### config.mk
export PLATFORM = sky130hd
export DESIGN_NAME = instr_mem_loader
export DESIGN_NICKNAME = d
export VERILOG_FILES = /design/src/rtl/instr_mem_loader_pkg.sv /design/src/rtl/instr_mem_loader.sv
export SDC_FILE = /design/constraint.sdc
export NUM_CORES = 1
export LEC_CHECK = 0
export BUFFER_PORTS_ARGS = -buffer_cell sky130_fd_sc_hd__buf_4
export CORE_MARGIN = 5
export CORE_UTILIZATION = 48
export CTS_CLUSTER_SIZE = 10
export DETAILED_ROUTE_END_ITERATION = 16
export PLACE_DENSITY = 0.7
export SKIP_CTS_REPAIR_TIMING = 1
export SLEW_MARGIN = 20
export SYNTH_ARGS = -nofsm -noshare
export SYNTH_HDL_FRONTEND = slang
export SYNTH_SLANG_ARGS = --single-unit
export TNS_END_PERCENT = 10
### constraint.sdc
create_clock -name clk -period 5.2 [get_ports clk]
set_input_delay 1.56 -clock clk [delete_from_list [all_inputs] [get_ports clk]]
set_output_delay 1.56 -clock clk [all_outputs]
set_load 0.005 [all_outputs]
### src/rtl/instr_mem_loader_pkg.sv
// Shared widths, window geometry and FSM encoding for the instruction-memory loader.
package instr_mem_loader_pkg;

  // Defaults mirroring the wasm instruction-BRAM geometry.
  localparam int INSTR_LOG2_BRAM_DEPTH = 8;
  localparam int INSTR_BRAM_WIDTH      = 8;
  localparam int INSTR_BRAM_DEPTH      = 256;
  localparam int WRITE_WINDOW_SIZE     = 4;
  localparam int LOG_WRITE_WINDOW_SIZE = 2;
  localparam int BYTE_COUNT_WIDTH      = 16;

  typedef enum logic [1:0] {
    S_IDLE  = 2'd0,
    S_FILL  = 2'd1,
    S_WRITE = 2'd2
  } state_e;

endpackage

### src/rtl/instr_mem_loader.sv
// Instruction-memory loader: packs a byte stream into write windows and
// issues one window write per window into the instruction BRAM, starting at
// a programmable base address. Loads that would run past the end of the
// BRAM are rejected up front and flagged.
module instr_mem_loader
  import instr_mem_loader_pkg::*;
#(
  parameter int ADDR_WIDTH = INSTR_LOG2_BRAM_DEPTH,
  parameter int DATA_WIDTH = INSTR_BRAM_WIDTH,
  parameter int DEPTH      = INSTR_BRAM_DEPTH,
  parameter int WINDOW     = WRITE_WINDOW_SIZE,
  parameter int LOG_WINDOW = LOG_WRITE_WINDOW_SIZE
) (
  input  logic                         clk,
  input  logic                         rst_n,
  input  logic                         start,
  input  logic [ADDR_WIDTH-1:0]        base_addr,
  input  logic [BYTE_COUNT_WIDTH-1:0]  byte_count,
  input  logic                         s_valid,
  input  logic [DATA_WIDTH-1:0]        s_data,
  output logic                         s_ready,
  output logic                         we,
  output logic [ADDR_WIDTH-1:0]        wr_addr,
  output logic [WINDOW*DATA_WIDTH-1:0] wr_data,
  output logic [LOG_WINDOW-1:0]        wr_shift_minusone,
  output logic [ADDR_WIDTH-1:0]        write_pointer_out,
  output logic                         busy,
  output logic                         done,
  output logic                         err_overflow
);

  // fill_cnt must be able to hold WINDOW itself, hence one extra bit.
  localparam int                CNT_W       = LOG_WINDOW + 1;
  localparam logic [CNT_W-1:0]  FULL_CNT    = CNT_W'(WINDOW);
  localparam int                END_W       = BYTE_COUNT_WIDTH + 1;
  localparam logic [END_W-1:0]  DEPTH_LIMIT = END_W'(DEPTH);

  state_e                              state;
  logic [ADDR_WIDTH-1:0]               write_pointer;
  logic [BYTE_COUNT_WIDTH-1:0]         remaining;
  logic [CNT_W-1:0]                    fill_cnt;
  logic [WINDOW-1:0][DATA_WIDTH-1:0]   lanes;
  logic [WINDOW-1:0][DATA_WIDTH-1:0]   next_lanes;
  logic [END_W-1:0]                    session_end;
  logic                                accept;
  logic                                last_byte;

  // Session end computed one bit wider than byte_count so the range check cannot wrap.
  assign session_end = END_W'(base_addr) + END_W'(byte_count);

  // s_ready is only ever high in FILL, so this is the FILL-state accept.
  assign accept    = s_valid & s_ready;
  assign last_byte = (CNT_W'(fill_cnt + CNT_W'(1)) == FULL_CNT) ||
                     (remaining == BYTE_COUNT_WIDTH'(1));

  assign write_pointer_out = write_pointer;

  // Lane packer: current lanes with the incoming byte dropped into slot fill_cnt.
  always_comb begin
    // NOTE: default-assign every always_comb output first so no path leaves it unassigned (no latch).
    next_lanes = lanes;
    next_lanes[fill_cnt[LOG_WINDOW-1:0]] = s_data;
  end

  // Loader FSM: session setup, byte packing, window write and pointer advance.
  always_ff @(posedge clk or negedge rst_n) begin
    if (!rst_n) begin
      state             <= S_IDLE;
      write_pointer     <= '0;
      remaining         <= '0;
      fill_cnt          <= '0;
      // NOTE: the lane bank is a handful of flops, not a RAM, so it is reset with everything else.
      lanes             <= '0;
      s_ready           <= 1'b0;
      we                <= 1'b0;
      wr_addr           <= '0;
      wr_data           <= '0;
      wr_shift_minusone <= '0;
      busy              <= 1'b0;
      done              <= 1'b0;
      err_overflow      <= 1'b0;
    end else begin
      // NOTE: sequential state uses non-blocking assignments so every flop sees pre-edge values.
      done              <= 1'b0;
      we                <= 1'b0;
      wr_addr           <= '0;
      wr_data           <= '0;
      wr_shift_minusone <= '0;

      unique case (state)
        S_IDLE: begin
          if (start) begin
            err_overflow  <= 1'b0;
            write_pointer <= base_addr;
            remaining     <= byte_count;
            fill_cnt      <= '0;
            if (byte_count == '0) begin
              done <= 1'b1;
            end else if (session_end > DEPTH_LIMIT) begin
              err_overflow <= 1'b1;
              done         <= 1'b1;
            end else begin
              state   <= S_FILL;
              s_ready <= 1'b1;
              busy    <= 1'b1;
            end
          end
        end

        S_FILL: begin
          if (accept) begin
            lanes     <= next_lanes;
            fill_cnt  <= CNT_W'(fill_cnt + CNT_W'(1));
            remaining <= remaining - BYTE_COUNT_WIDTH'(1);
            if (last_byte) begin
              // Present the completed window directly from the packer so we
              // rises exactly one cycle after the final byte is accepted.
              state             <= S_WRITE;
              s_ready           <= 1'b0;
              we                <= 1'b1;
              wr_addr           <= write_pointer;
              wr_data           <= next_lanes;
              wr_shift_minusone <= fill_cnt[LOG_WINDOW-1:0];
            end
          end
        end

        S_WRITE: begin
          write_pointer <= write_pointer + ADDR_WIDTH'(fill_cnt);
          lanes         <= '0;
          fill_cnt      <= '0;
          if (remaining == '0) begin
            state <= S_IDLE;
            busy  <= 1'b0;
            done  <= 1'b1;
          end else begin
            state   <= S_FILL;
            s_ready <= 1'b1;
          end
        end

        default: begin
          state   <= S_IDLE;
          s_ready <= 1'b0;
          busy    <= 1'b0;
        end
      endcase
    end
  end

endmodule

Word level (Yosys, flattened, before mapping):

Cells that the tools add are included.

* word-level logic and storage cells: 100
* flip-flop bits (word level): 108
* output and inout port bits: 55

* bitwise operators: 2
* equality and inequality tests: 11
* magnitude comparators: 3
* multiplexer cells: 47
* add/subtract/negate cells: 4
* reductions and logical operators: 17

Operators by type and width (number)
* two-way mux 32 bit: 4
* one-hot mux 32 bit (2 select lines): 1
* two-way mux 8 bit: 5
* bitwise mux 32 bit: 1
* zero test 16 bit: 2
* two-way mux 16 bit: 2
* one-hot mux 16 bit (2 select lines): 1
* adder 8 x 16 -> 17 bit: 1
* > comparator 17 x 9 -> 1 bit, second input constant: 1
* demux 8 bit (select 2 bit): 1
* == test 16 x 1 -> 1 bit, second input constant: 1
* two-way mux 1 bit: 16
* two-way mux 2 bit: 8
* one-hot mux 8 bit (2 select lines): 1
* subtractor 16 x 1 -> 16 bit, second input constant: 1
* inequality test 2 bit, second input constant: 7
* AND reduction 5 bit: 2
* one-hot mux 3 bit (3 select lines): 1
* adder 8 x 3 -> 8 bit: 1
* two-way mux 3 bit: 2
* one-hot mux 1 bit (3 select lines): 2
* one-hot mux 2 bit (3 select lines): 1
* AND reduction 2 bit: 3
* AND reduction 3 bit: 2
* other kinds (15): 17

Logic depth before layout (Yosys ltp):

Gate-level depths: netlist of the first run.

* depth in word-level cells: 8
* mapped depth: 9
* gate-level depth less buffers: 9

Worst setup path after synthesis of the first run:

OpenSTA, ideal clock, no wires.

* path kind: input -> register
* start: input base_addr[0]
* end: register done
* slack: 1462 ps
* data arrival time: 3617 ps
* stages: 9
* path buffers: 0
* required time: 5079 ps
* cell sequence: ha_1 -> fa_1 -> a211oi_1 -> o211ai_1 -> nand2_1 -> mux2_2 -> a211oi_2 -> nand4_1 -> a22o_1

* longest elaborated chain between the ends: 6

Ends and longest elaborated chain
* start: declaration: RTL line instr_mem_loader.sv:17 `input logic [ADDR_WIDTH-1:0] base_addr,`
* adder 8 x 16 -> 17 bit: RTL line instr_mem_loader.sv:49 `assign session_end = END_W'(base_addr) + END_W'(byte_count);`
* > comparator 17 x 9 -> 1 bit: RTL line instr_mem_loader.sv:99 `end else if (session_end > DEPTH_LIMIT) begin`
* two-way mux 1 bit: RTL line instr_mem_loader.sv:99
* two-way mux 1 bit: RTL line instr_mem_loader.sv:97 `if (byte_count == '0) begin`
* two-way mux 1 bit: RTL line instr_mem_loader.sv:92 `if (start) begin`
* one-hot mux 1 bit (2 select lines): RTL line instr_mem_loader.sv:90 `unique case (state)`
* end signal: assignment: RTL line instr_mem_loader.sv:84 `done <= 1'b0;`
* end signal: assignment: RTL line instr_mem_loader.sv:98 `done <= 1'b1;`
* end signal: assignment: RTL line instr_mem_loader.sv:101 `done <= 1'b1;`
* end: declaration: RTL line instr_mem_loader.sv:28 `output logic done,`

No other way between the ends.
A chain may end at the register's enable or synchronous reset.

Final worst setup path of the first run:

* start: input byte_count[0]
* end: register done

* longest elaborated chain between the ends: 6
* elaborated cells between the ends (all ways): 7
* those cells by class: add/sub: 1; order compare: 1; mux: 4; reduce/logical: 1

Ends and longest elaborated chain
* start: declaration: RTL line instr_mem_loader.sv:18 `input logic [BYTE_COUNT_WIDTH-1:0] byte_count,`
* adder 8 x 16 -> 17 bit: RTL line instr_mem_loader.sv:49
* > comparator 17 x 9 -> 1 bit: RTL line instr_mem_loader.sv:99
* two-way mux 1 bit: RTL line instr_mem_loader.sv:99
* two-way mux 1 bit *: RTL line instr_mem_loader.sv:97
* two-way mux 1 bit *: RTL line instr_mem_loader.sv:92
* one-hot mux 1 bit (2 select lines) *: RTL line instr_mem_loader.sv:90

Every way passes the cells marked *; elsewhere a longest branch is shown, timed or not.

==> results of run 1 <==
[routing by layer]
| metal | wire, um | vias to the layer above |
|---|---|---|
| met5 | 0 | - |
| met4 | 205 | 0 |
| met3 | 817 | 15 |
| met2 | 6530 | 138 |
| met1 | 5750 | 2156 |
| li1 | - | 2207 |
[state kept, by name (all words and copies together) (netlist names)]
register           count
wr_data               32
lanes                 32
write_pointer_out      8
state                  2
busy                   1
fill_cnt               3
we                     1
done                   1
s_ready                1
err_overflow           1
remaining             16
wr_shift_minusone      2
wr_addr                8
[cells by family after synthesis]
kind of cell,after synthesis
AND/OR/NAND/NOR,240
AO/OA/AOI/OAI,139
flip-flops,108
buffers and inverters,55
multiplexers,35
adder cells (fa/ha/maj),20
XOR/XNOR,8
[worst max-delay path, cell delays in order]
cell and delay, ns:
buf_4 0.13, ha_1 0.21, fa_1 0.40, a211oi_1 0.38, o211ai_1 0.16, nand2_1 0.09, mux2_2 0.34, a211oi_2 0.28
nand4_1 0.18, a22o_1 0.27
[layout make-up]
class                      count  area share (%)
multi-input combinational    442            39.6
inverter                      10           0.576
tap                          143            2.75
sequential                   108            41.5
clock inverter                 7            1.29
clock buffer                   9            3.46
timing repair buffer          94            10.8
[cells in the mapped netlist (5+ instances only)]
cell,number
clkbuf_1,36
nand4_1,6
nand2_1,94
a21oi_1,29
a22oi_1,5
and3_1,10
mux2i_1,33
nor2_1,78
nor4_1,7
nor3_1,9
nand3_1,14
inv_1,10
dfrtp_1,108
ha_1,18
o21ai_0,71
xor2_1,5
a31oi_1,6
and2_1,5
buf_1,5
[final timing paths]
kind | startpoint | end | slack, ns | depth (start not counted)
min in group asynchronous | rst_n | lanes[6] | 1.13 | 1
max in group asynchronous | rst_n | wr_data[14] | 3.12 | 2
min | err_overflow | err_overflow | 0.51 | 1
max reg2reg | fill_cnt[0] | wr_data[6] | 2.56 | 7
max | byte_count[0] | done | 1.45 | 10
min reg2reg | err_overflow | err_overflow | 0.51 | 1
[power groups by stage]
stage          sequential [mW]  combinational [mW]  clock, mW
4_1_cts                  0.899               0.279      0.717
3_5_place_dp             0.916               0.278          0
5_1_grt                  0.905               0.313      0.756
3_3_place_gp             0.914               0.269          0
6_report                 0.900               0.279      0.707
2_1_floorplan            0.909               0.176          0
[stage by stage]
| step | hold WS, ns | instances | power [mW] | instance area (um^2) | utilization, % |
|---|---|---|---|---|---|
| 6_report | 0.512 | 813 | 1.89 | 6520 | 57.6 |
| 5_1_grt | 0.530 | 813 | 1.97 | 6520 | 57.6 |
| 4_1_cts | 0.507 | 813 | 1.90 | 6510 | 57.5 |
| 3_5_place_dp | 0.489 | 797 | 1.19 | 6200 | 54.8 |
| 3_3_place_gp | 0.495 | 797 | 1.18 | 6200 | 54.8 |
| 2_1_floorplan | 0.467 | 605 | 1.08 | 5500 | - |
==> metrics.cfg, run 1 <==
[final_layout]
multi_input_area_mm2 = 0.00258
fillers = 1004
final_cell_mix = dfrtp_1 (108), nand2_1 (94), buf_4 (94)
drive_above_1_share_pct = 17.9
area_growth_pct = 18.5
seq_area_mm2 = 0.00270
diodes = 0
final_common_cell = dfrtp_1
nNetsFinal = 721

[global_route]
grt.busiest_layer = met2
grt_util_met2_pct = 34.4
grt_util_all_layers_pct = 20.4
grt_max_degree = 50
gr-usage-met3_pct = 3.75
gr-total-overflow = 0
grt_first_pass_wirelength_um = 22100
use_met1_pct = 27.2
grt_pass1_vias = 4387
antenna_found_initial = 0

[place]
io_buffers = 90
dp_hpwl_um = 9690
pre_cts_ws_ns = 1.11
place_congestion = 0.932

[power]
switchingPower_mw = 0.521
combPwrFrac_pct = 14.8
internal_power_mw = 1.36
power_density_mw_per_mm2 = 289
peakVddDrop_v = 0.000141
seqPwrFrac_pct = 47.7
leakage_nw = 3.13
power_switching_share_pct = 27.6
p_clk_share_pct = 37.5

[synth]
synth-xor-area-share_pct = 1.27
ys_seq_area_share_pct = 49.2
synth_nets = 661
synthFlopType = dfrtp_1
synth_top_cell_area_share_pct = 49.2
synth_top_family_by_area = simple AND/OR/NAND/NOR gates
synth_area_mm2 = 0.00550
synthCells = 605
synth_cell_types = 52
synth_edf_count = 0
synth-compound-area-share_pct = 14.9
postSynth.asyncResetShare_pct = 100
synthMuxAreaShare_pct = 6.42
synth_area_leader_cell = dfrtp_1
yosys.area_share.simple_pct = 19.5
ys_seq_elements = 108
synth_area_leaders = dfrtp_1 (49%), o21ai_0 (6.5%), nand2_1 (6.4%), mux2i_1 (6.0%), nor2_1 (5.3%)
syn-mean-instance-area_um2 = 9.09
synth_adder_area_share_pct = 4.82
yosys_warnings = 0

[die]
die-area_mm2 = 0.0137
rows = 39
initial_core_util_pct = 48.6
die_h_um = 117
fp.coreArea_mm2 = 0.0113
die_w_um = 117
ios = 91

[sta]
max_freq_ghz = 0.266
fin_tns_setup_ns = 0
maxSlewViolCount = 0
final_hold_viol_count = 0
tightest_slew_ns = 0.918
finClkSkew_ns = 0.0108
layout_setup_ws_ns = 1.45
fin_crit_ns = 3.75
setup_violations = 0
rsz0062_at_grt = false
period_share_pct = 72.2
slew_headroom_pct = 38.8

[routing]
vias = 4516
via_per_inst = 5.55
postRouteAntennaNets = 0
routedWlPerCell_um = 16.4
drcViolationCount = 0
firstDrtPassIters = 5
wl_um = 13300
first_iter_violations = 446

[outcome]
status = finished clean

[critical_path]
worstPathRequired_ns = 5.44
end_kind = flop
path_class = input port to flop
start_kind = input port
cp_max_fo = 3
cp_data_arrival_time_ns = 3.99

[cts]
cts-buffers-inserted = 9
cts_max_level = 3
cts_tree = done
clk_pin_slew_worst_paths_ns = 0.07
cts_root_buf = clkbuf_16
clk_latency_ns = 0.35
clock_path_buffers = 2
numClockSinks = 108

[hold_path]
hold_class = flop to flop

[run]
cap_violations = 0

Note: power is estimated with default switching activity, not from simulation.
==> run 2: changes to the inputs <==
- ABC_AREA: default -> 1
- PLACE_DENSITY: 0.7 -> 0.72
- clock period: 5.2 -> 3.4 ns (I/O delays scaled with it)
==> metrics.cfg, run 2 <==
[critical_path]
reg2reg_to = lanes[21]
cp_data_arrival_time_ns = 3.08
cpPeakStageDelay_ns = 0.42
crit_cells = 16
path_class = input port to flop
end_kind = flop
rr_worst_depth = 7
cp_slowest_cell = fa_1
worstPathRequired_ns = 3.66
cp_common_cell = nand2_1
cp.buffers_inverters = 1
setup.worst_path.start = byte_count[0]
r2r_setup_slack_ns = 0.97
cp_max_fo = 3
cp_top_family = simple AND/OR/NAND/NOR gates
path_cells = buf_4 > ha_1 > fa_1 > or2_2 > a21oi_1 > nand2_1 > nor2_1 > nand2_1 > nor2_2 > nor2_1 > nor2_4 > nand3_2 > nand2_2 > nand2_1 > nand2_1 > nand2_1
regToRegStartpoint = state[1]
start_kind = input port
cp-endpoint = s_ready

[final_layout]
area_growth_pct = 19.1
biggestRegsByFlops = lanes (32), wr_data (32), remaining (16)
fin_util_pct = 58.2
drive_above_1_share_pct = 20.3
final_cell_mix = nand2_1 (172), dfrtp_1 (108), buf_4 (95)
finalInstanceArea_mm2 = 0.00699
final_common_cell = nand2_1
diodes = 0
nNetsFinal = 890

[global_route]
gr-total-overflow = 0
grt_max_degree = 59
antenna_found_initial = 0
grt_pass1_vias = 5201
grt_util_all_layers_pct = 21.4
grt_first_pass_wirelength_um = 25100

[run]
cap_violations = 0

[place]
io_buffers = 90
dp_hpwl_um = 11300
pre_cts_ws_ns = 0.235
dpl_cell_area_mm2 = 0.00669
place_congestion = 0.934

[synth]
syn-mean-instance-area_um2 = 7.83
synth_nets = 806
ys_seq_elements = 108
synth_top_cell_area_share_pct = 46.0
synth_adder_area_share_pct = 4.52
yosys.area_share.simple_pct = 28.0
synthMuxAreaShare_pct = 0
synth_most_common_cell = nand2_1
synthFlopType = dfrtp_1
synth_edf_count = 0
synth_area_leaders = dfrtp_1 (46%), nand2_1 (11%), o21ai_0 (6.3%), inv_1 (5.4%), nor2_1 (4.9%)
synthCells = 750
ys_seq_area_share_pct = 46.0
postSynth.asyncResetShare_pct = 100
synth_area_leader_cell = dfrtp_1
synth-xor-area-share_pct = 1.04
synth_cell_types = 42
yosys_warnings = 0
synth-compound-area-share_pct = 12.2
synthTopCellsByCount = nand2_1 (172), dfrtp_1 (108), inv_1 (84)
synth_area_mm2 = 0.00587
synth_top_family_by_area = simple AND/OR/NAND/NOR gates

[sta]
finClkSkew_ns = 0.00960
tightest_slew_ns = 0.762
period_share_pct = 82.8
layout_setup_ws_ns = 0.585
rsz0062_at_grt = false
setup_violations = 0
final_hold_viol_count = 0
fin_tns_setup_ns = 0
slew_headroom_pct = 49.2
fin_crit_ns = 2.82
maxSlewViolCount = 0
hold_slack_ns = 0.510
max_freq_ghz = 0.355

[cts]
clk_latency_ns = 0.36
cts-buffers-inserted = 9
numClockSinks = 108
clk_pin_slew_worst_paths_ns = 0.08
cts_max_level = 3
cts_tree = done
cts_root_buf = clkbuf_16
clock_path_buffers = 2

[hold_path]
hold_class = flop to flop

[die]
die_h_um = 121
die-area_mm2 = 0.0145
initial_core_util_pct = 48.9
fp.coreArea_mm2 = 0.0120
die_w_um = 121
ios = 91
rows = 40

[outcome]
status = finished clean

[power]
peakVddDrop_v = 0.000217
leakage_nw = 3.58
power_density_mw_per_mm2 = 380

[routing]
vias = 5330
via_per_inst = 5.41
firstDrtPassIters = 5
wl_um = 15100
postRouteAntennaNets = 0
routedWlPerCell_um = 15.3
first_iter_violations = 578
drcViolationCount = 0

run 2: metrics by stage:
stage	power, mW	std cells
floorplan	1.50	750
global placement	1.62	970
detailed placement	1.63	970
CTS	2.68	986
global route	2.77	986
finish	2.66	986
run 2: tightest hold or removal path, delay by kind of cell, from the launching register on:
kind | cells | cell delay [ns]
flops | 1 | 0.34
compound gates | 1 | 0.07
simple gates | 1 | 0.07
run 2: worst min-delay path by stage:
| stage | depth (start not counted) | to | slack (ns) | startpoint |
|---|---|---|---|---|
| floorplan | 2 | lanes[10] | 0.47 | lanes[10] |
| global placement | 2 | lanes[11] | 0.49 | lanes[11] |
| detailed placement | 2 | lanes[9] | 0.50 | lanes[9] |
| CTS | 2 | lanes[27] | 0.51 | lanes[27] |
| global route | 2 | lanes[27] | 0.54 | lanes[27] |
| finish | 2 | lanes[27] | 0.51 | lanes[27] |
run 2: cell type report:
class	instances	area, um^2
inverter	101	379
clock buffer	10	239
fill	1092	5020
timing repair buffer	96	733
clock inverter	6	65.1
sequential	108	2700
tap	147	184
multi-input combinational	518	2690
run 2: cells by family (layout without fill, tap and decap cells):
group	after synthesis	in the layout
AND/OR/NAND/NOR	364	364
buffers and inverters	124	213
adder cells (fa/ha/maj)	20	20
flip-flops	108	108
XOR/XNOR	7	7
AO/OA/AOI/OAI	127	127
run 2: power breakdown:
group	switching, mW	total [mW]	internal, mW
Sequential	0.0137	1.31	1.30
Combinational	0.194	0.299	0.104
Clock	0.511	1.05	0.539
run 2: layer usage:
layer	global-route usage, %	wire length [um]	vias to the layer above
met5	0	0	-
met4	8.29	372	0
met3	3.09	713	27
met2	37.3	7710	166
met1	26.9	6280	2548
li1	-	-	2589
==> run 3: changes to the inputs <==
- clock period: 3.4 -> 2.5 ns (I/O delays scaled with it)
==> metrics.cfg, run 3 (synthesis gave the netlist of run 2 again) <==
[cts]
clk_latency_ns = 0.36
cts_tree = done
clk_pin_slew_worst_paths_ns = 0.07
cts_max_level = 3
numClockSinks = 108
cts-buffers-inserted = 9
clock_path_buffers = 2
cts_root_buf = clkbuf_16

[place]
place_congestion = 0.919
dp_hpwl_um = 11400
io_buffers = 90
placed_cells = 989

[outcome]
status = finished clean

[sta]
rsz0062_at_grt = false
period_share_pct = 95.0
slew_headroom_pct = 61.9
max_freq_ghz = 0.421
setup_violations = 0
maxSlewViolCount = 0
fin_tns_setup_ns = 0
hold_slack_ns = 0.365
finClkSkew_ns = 0.0114
final_hold_viol_count = 0
fin_crit_ns = 2.38
tightest_slew_ns = 0.571

[global_route]
grt_first_pass_wirelength_um = 25500
grt_util_all_layers_pct = 21.8
gr-total-overflow = 0
grt_pass1_vias = 5282
grt_max_degree = 51
antenna_found_initial = 0

[critical_path]
worstPathRequired_ns = 2.74
path_class = input port to flop
cp_max_fo = 3
path_cells = buf_4 > ha_4 > fa_2 > or2_4 > a21oi_2 > nand2_1 > nor2_1 > nand2_1 > nor2_2 > nor2_2 > nor2_4 > nand3_2 > nand2_2 > nand2_1 > nand2_1 > nand2_1
cp_common_cell = nand2_1
start_kind = input port
end_kind = flop
cp_data_arrival_time_ns = 2.61
cp_slowest_cell = fa_2
cpPeakStageDelay_ns = 0.40

[routing]
drcViolationCount = 0
vias = 5328
via_per_inst = 5.29
wl_um = 14900
postRouteAntennaNets = 0
first_iter_violations = 378
firstDrtPassIters = 5
routedWlPerCell_um = 14.8

[final_layout]
multi_input_area_mm2 = 0.00271
biggestRegsByFlops = lanes (32), wr_data (32), remaining (16)
seq_area_mm2 = 0.00270
nNetsFinal = 911
instances_no_fill = 1007
fin_util_pct = 59.7
diodes = 0
fillers = 1127
final_cell_mix = nand2_1 (172), buf_4 (116), dfrtp_1 (108)
area_growth_pct = 22.2
drive_above_1_share_pct = 22.7
final_common_cell = nand2_1

[die]
die-area_mm2 = 0.0145
rows = 40
die_w_um = 121
initial_core_util_pct = 48.9
fp.coreArea_mm2 = 0.0120
die_h_um = 121
ios = 91

[power]
peakVddDrop_v = 0.000286
power_density_mw_per_mm2 = 513
leakage_nw = 3.68
finalPower_mw = 3.68

[hold_path]
hold_class = input port to asynchronous set/reset pin

[run]
cap_violations = 0

run 3: area by class of cell:
cell class | instances | share of cell area [%]
Clock buffer | 9 | 3.14
Clock inverter | 7 | 1.12
Inverter | 101 | 5.28
Multi-Input combinational cell | 518 | 37.8
Sequential cell | 108 | 37.7
Tap cell | 147 | 2.56
Timing Repair Buffer | 117 | 12.4
run 3: path summary, 6_finish.rpt:
check	cells after the start	end	from	slack, ns
worst max-delay path	16	s_ready	byte_count[0]	0.12
worst min-delay path	1	wr_data[10]	rst_n	0.37
worst max register to register	11	write_pointer_out[6]	fill_cnt[0]	0.36
worst min register to register	2	lanes[10]	lanes[10]	0.51
max in group asynchronous	2	wr_data[23]	rst_n	1.49
min in group clk	2	lanes[10]	lanes[10]	0.51
run 3: critical path: cells and delay by family:
kind | cells | cell delay, ns
AO/OA/AOI/OAI | 1 | 0.10
adder cells (fa/ha/maj) | 2 | 0.56
AND/OR/NAND/NOR | 12 | 1.06
buffers and inverters | 1 | 0.14
run 3: power breakdown:
part	switching [mW]	total, mW	leakage [nW]	internal (mW)
registers	0.0186	1.78	1.44	1.76
clock network	0.677	1.47	0.148	0.791
logic	0.266	0.432	2.09	0.166
run 3: layer usage:
layer / wire [um] / track usage, % / share of wire, %
met5: 0 / 0 / 0
met4: 330 / 7.44 / 2.2
met3: 740 / 3.70 / 5.0
met2: 7610 / 38.6 / 51
met1: 6210 / 26.9 / 42
run 3: per-stage QoR:
step           area [um^2]  setup WS (ns)
4_1_cts               7160         0.0706
3_5_place_dp          6860         -0.265
5_1_grt               7180        0.00153
6_report              7180          0.124
3_3_place_gp          6860         -0.218
2_1_floorplan         5890         0.0513
